[src/rtl/fp_addsub_sched.sv]
// fp_addsub_sched: two-requester front end for a fixed-latency FP add/sub core.
// Arbitrates between requesters, issues to the core, and tracks each issued
// operation with a tag pipeline so the result can be routed back in order.
module fp_addsub_sched #(
   parameter int WIDTH    = 32,
   parameter int CORE_LAT = 3
) (
   input  logic             clk,
   input  logic             rst,
   input  logic             req0_valid,
   output logic             req0_ready,
   input  logic [WIDTH-1:0] req0_a,
   input  logic [WIDTH-1:0] req0_b,
   input  logic             req0_op,
   input  logic             req1_valid,
   output logic             req1_ready,
   input  logic [WIDTH-1:0] req1_a,
   input  logic [WIDTH-1:0] req1_b,
   input  logic             req1_op,
   input  logic             hold,
   output logic             core_valid,
   output logic [WIDTH-1:0] core_a,
   output logic [WIDTH-1:0] core_b,
   output logic             core_op,
   input  logic [WIDTH-1:0] core_result,
   output logic             rsp0_valid,
   output logic             rsp1_valid,
   output logic [WIDTH-1:0] rsp_result,
   output logic [3:0]       inflight_cnt,
   output logic             busy
);

   // 1 = requester 1 was granted most recently
   logic                last_grant;
   logic                accept;
   logic                core_id;
   logic [CORE_LAT-1:0] vld_pipe;
   logic [CORE_LAT-1:0] id_pipe;
   logic                rsp_any;

   // Round-robin grant; both readies are forced low under hold or reset
   always_comb begin
      req0_ready = !rst && !hold && req0_valid && (!req1_valid || last_grant);
      req1_ready = !rst && !hold && req1_valid && (!req0_valid || !last_grant);
      accept     = req0_ready || req1_ready;
   end

   assign rsp_any = rsp0_valid || rsp1_valid;
   assign busy    = (inflight_cnt != 4'd0);

   // Grant pointer moves only when a request is actually taken
   always_ff @(posedge clk or posedge rst) begin
      if (rst)         last_grant <= 1'b1;
      else if (accept) last_grant <= req1_ready;
   end

   // Issue register: operands held between issues
   always_ff @(posedge clk or posedge rst) begin
      if (rst) begin
         core_valid <= 1'b0;
         core_a     <= '0;
         core_b     <= '0;
         core_op    <= 1'b0;
         core_id    <= 1'b0;
      end else begin
         core_valid <= accept;
         if (accept) begin
            core_a  <= req1_ready ? req1_a  : req0_a;
            core_b  <= req1_ready ? req1_b  : req0_b;
            core_op <= req1_ready ? req1_op : req0_op;
            core_id <= req1_ready;
         end
      end
   end

   // Tag pipeline tracks the core; its last stage lines up with core_result
   always_ff @(posedge clk or posedge rst) begin
      if (rst) begin
         vld_pipe <= '0;
         id_pipe  <= '0;
      end else begin
         vld_pipe[0] <= core_valid;
         id_pipe[0]  <= core_id;
         for (int i = 1; i < CORE_LAT; i++) begin
            vld_pipe[i] <= vld_pipe[i-1];
            id_pipe[i]  <= id_pipe[i-1];
         end
      end
   end

   // Capture the core result and strobe the owning requester
   always_ff @(posedge clk or posedge rst) begin
      if (rst) begin
         rsp0_valid <= 1'b0;
         rsp1_valid <= 1'b0;
         rsp_result <= '0;
      end else begin
         rsp0_valid <= vld_pipe[CORE_LAT-1] && !id_pipe[CORE_LAT-1];
         rsp1_valid <= vld_pipe[CORE_LAT-1] &&  id_pipe[CORE_LAT-1];
         if (vld_pipe[CORE_LAT-1]) rsp_result <= core_result;
      end
   end

   // Outstanding count: accept adds, response retires, both together cancel
   always_ff @(posedge clk or posedge rst) begin
      if (rst) inflight_cnt <= 4'd0;
      else begin
         case ({accept, rsp_any})
            2'b10:   inflight_cnt <= inflight_cnt + 4'd1;
            2'b01:   inflight_cnt <= inflight_cnt - 4'd1;
            default: inflight_cnt <= inflight_cnt;
         endcase
      end
   end

endmodule
[config.mk]
export PLATFORM = sky130hd
export DESIGN_NAME = fp_addsub_sched
export DESIGN_NICKNAME = d
export VERILOG_FILES = /design/src/rtl/fp_addsub_sched.sv
export SDC_FILE = /design/constraint.sdc
export NUM_CORES = 1
export LEC_CHECK = 0
export ABC_AREA = 1
export BUFFER_PORTS_ARGS = -buffer_cell sky130_fd_sc_hd__buf_4
export CAP_MARGIN = 40
export CORE_AREA = 2 2 99 173
export DETAILED_ROUTE_END_ITERATION = 16
export DIE_AREA = 0 0 101 175
export PLACE_DENSITY_LB_ADDON = 0.08
export SLEW_MARGIN = 20
export SYNTH_ARGS = -nofsm -noshare
export SYNTH_HDL_FRONTEND = slang
export SYNTH_SLANG_ARGS = --single-unit
[constraint.sdc]
create_clock -name clk -period 6.6 [get_ports clk]
set_clock_uncertainty 0.05 [all_clocks]
set_input_delay 1.32 -clock clk [delete_from_list [all_inputs] [get_ports clk]]
set_output_delay 1.32 -clock clk [all_outputs]
set_load 0.005 [all_outputs]
==> summary.txt <==
Syn Nets - 933
pin slew with the least headroom to its limit - 0.753 ns
slowest CP cell - buf_4
Final Hold Fails - 0
hold path start - vld_pipe[1]
Tot Pwr - 2.23 mW
fillers - 1703
ANT cells - 0
Seq pwr share - 0.432
all-layer global routing usage - 0.194
Syn Inst Count - 762
period utilization - 0.614
R2R cell count - 11
fmax - 247 MHz
Worst slew margin - 0.498
R2R Path Start - last_grant
CTS Hold Bufs - 0
antenna violations before repair - 0
Multi-input gate area - 2050 um^2
Critical Path AT - 2.68 ns
Mapped Area - 5630 um^2
clk sinks - 112
Placement Rows - 62
Vias - 5563
status - completed
switching share of power - 0.313
clock-pin transition on the worst setup and hold timing paths - 0.08 ns
die height - 175 um
largest stage delay on the critical path - 0.57 ns
Core Util, Final - 0.496
Final ANT Viol Nets - 0
Post-Place Cell Area - 7770 um^2
commonest non-fill, non-tap cells in the layout - 306 x nand2_1, 279 x buf_4, 141 x inv_1
share of cells above drive strength 1 - 0.303
Final Max Tran Viols - 0
Num CTS Buffers - 9
Pint - 1.53 mW
total grt overflow - 0
Post-CTS Resized - 0
DR iter-0 viols - 210
post-synthesis simple-gate area fraction - 0.346
Unique masters post-synth - 21
HP Class - reg2reg
leakage - 4.89 nW
Post-Synth XOR/XNOR Area - 0.00311
routability cong. - 0.795
mux cell area share after synthesis - 0
fin area - 8090 um^2
H-tree depth - 3
Reg2Reg Setup Slack - 4.31 ns
power per cell area - 275 nW/um^2
chip width - 101 um
largest net degree at the start of global routing - 68
total negative setup slack - 0 ns
startpoint types - input port
FF+latch count, synth - 112
max_cap viols - 0
Mean Syn Cell Area - 7.39 um^2
area grow syn2layout - 43.7%
Psw - 0.697 mW
compound-gate portion of the synthesized area - 0.00267
register area share after synthesis - 0.498
cells along the critical path - buf_4, nand3_2, inv_1, buf_4
CP Capture Type - output port
nets - 1176
vias per cell - 4.63
Synth Area in Adders - 0.0102
number of I/O port buffers - 273
Min-Delay Path Depth - 0
commonest non-fill, non-tap cell in the layout - nand2_1
setup violators final - 0
PnR worst setup slack - 2.55 ns
clk_lat worst skew - 0.35 ns
final wirelength - 17.4 mm
HPWL after DPL - 12.1 mm
wire per inst - 14.5 um
fin crit period - 4.05 ns
most frequent CP cell - buf_4
Residual DRC - 0
TritonCTS clock tree - built
Max IR drop VDD - 0.158 mV
Top Ports - 274
Core ar. - 16300 um^2
Setup CP Type - in2out
main combinational cell family by area after synthesis - simple AND/OR/NAND/NOR gates
R2R Path End - inflight_cnt[3]
register area - 2810 um^2
yosys synthesis warning count - 0
Post-CTS Setup Bufs - 0
clock tree buffer depth - 2
area of the die - 17700 um^2
RSZ-0062 raised after global routing - false
DP Worst Slack - 2.54 ns
Comb pwr share - 0.308
Worst Path Required - 5.23 ns
Root Buffer - clkbuf_16
Hold Path Sink - vld_pipe[2]
global-route wire length before repair - 27.0 mm
Clock Power Share - 0.260
drt first pass iters - 4
vias in the first global route - 5366
Initial Util - 0.345
crit-path max FO - 67
area by class of cell:
class | count | area share
Sequential cell | 112 | 0.347
Timing Repair Buffer | 281 | 0.264
Multi-Input combinational cell | 458 | 0.253
Inverter | 143 | 0.0667
Tap cell | 192 | 0.0297
Clock buffer | 10 | 0.0283
Clock inverter | 6 | 0.0110
cells in the mapped netlist:
library cell / count / area (um^2)
buf_1: 6 / 22.5
inv_1: 142 / 533
fa_1: 1 / 20.0
or2_2: 2 / 12.5
clkbuf_1: 18 / 67.6
nand3_2: 1 / 10.0
o21ai_0: 3 / 15.0
ha_1: 3 / 37.5
nand3_1: 69 / 345
nor2_1: 3 / 11.3
nor2_2: 1 / 6.26
buf_6: 5 / 56.3
nand4_1: 65 / 407
xor2_1: 1 / 8.76
dfrtp_1: 111 / 2780
buf_4: 1 / 7.51
buf_2: 19 / 95.1
nand2_1: 308 / 1160
dfstp_2: 1 / 26.3
xnor2_1: 1 / 8.76
inv_2: 1 / 3.75
flip-flops by register name (all words and copies together), names as in the netlist:
| signal | flops |
|---|---|
| last_grant | 1 |
| rsp1_valid | 1 |
| rsp0_valid | 1 |
| core_b | 32 |
| core_valid | 1 |
| core_a | 32 |
| rsp_result | 32 |
| vld_pipe | 3 |
| inflight_cnt | 4 |
| core_op | 1 |
| core_id | 1 |
| id_pipe | 3 |
critical path: cells and delay by family:
family / cells / cell delay (ns)
AND/OR/NAND/NOR: 1 / 0.51
buffers and inverters: 3 / 0.83
cells by family (layout without fill, tap and decap cells):
kind of cell	count (synthesis)	count (layout)
compound gates	3	3
fa+ha+maj	4	4
flops	112	112
buf+inv	192	440
xor+xnor	2	2
simple gates	449	449
stage by stage:
| stage | hold WS [ns] | instances |
|---|---|---|
| 5_1_grt | 0.313 | 1202 |
| 2_1_floorplan | 0.281 | 762 |
| 3_5_place_dp | 0.286 | 1186 |
| 4_1_cts | 0.305 | 1202 |
| 3_3_place_gp | 0.284 | 1184 |
| 6_report | 0.299 | 1202 |
metal layers:
metal,global-route usage,part of all wire,routed length [um],vias up
met5,0,0,0,-
met4,0.0659,0.024,418,0
met3,0.0432,0.068,1190,23
met2,0.352,0.52,9130,192
met1,0.220,0.38,6650,2547
li1,-,-,-,2801
worst max path at each step:
stage          cells past startpoint       start  slack [ns]    endpoint
2_1_floorplan                      1         rst        2.27   core_a[0]
3_3_place_gp                       4  req1_valid        2.54  req1_ready
3_5_place_dp                       4  req1_valid        2.54  req1_ready
6_report                           4  req1_valid        2.55  req1_ready
4_1_cts                            4  req1_valid        2.53  req1_ready
5_1_grt                            4  req1_valid        2.37  req1_ready
power by group through the flow:
stage	registers (mW)	logic [mW]	clock network, mW
2_1_floorplan	0.971	0.281	0
3_3_place_gp	0.973	0.692	0
5_1_grt	0.985	0.768	0.620
6_report	0.962	0.684	0.579
3_5_place_dp	0.973	0.700	0
4_1_cts	0.965	0.699	0.598
Note: power is estimated with default switching activity, not from simulation.
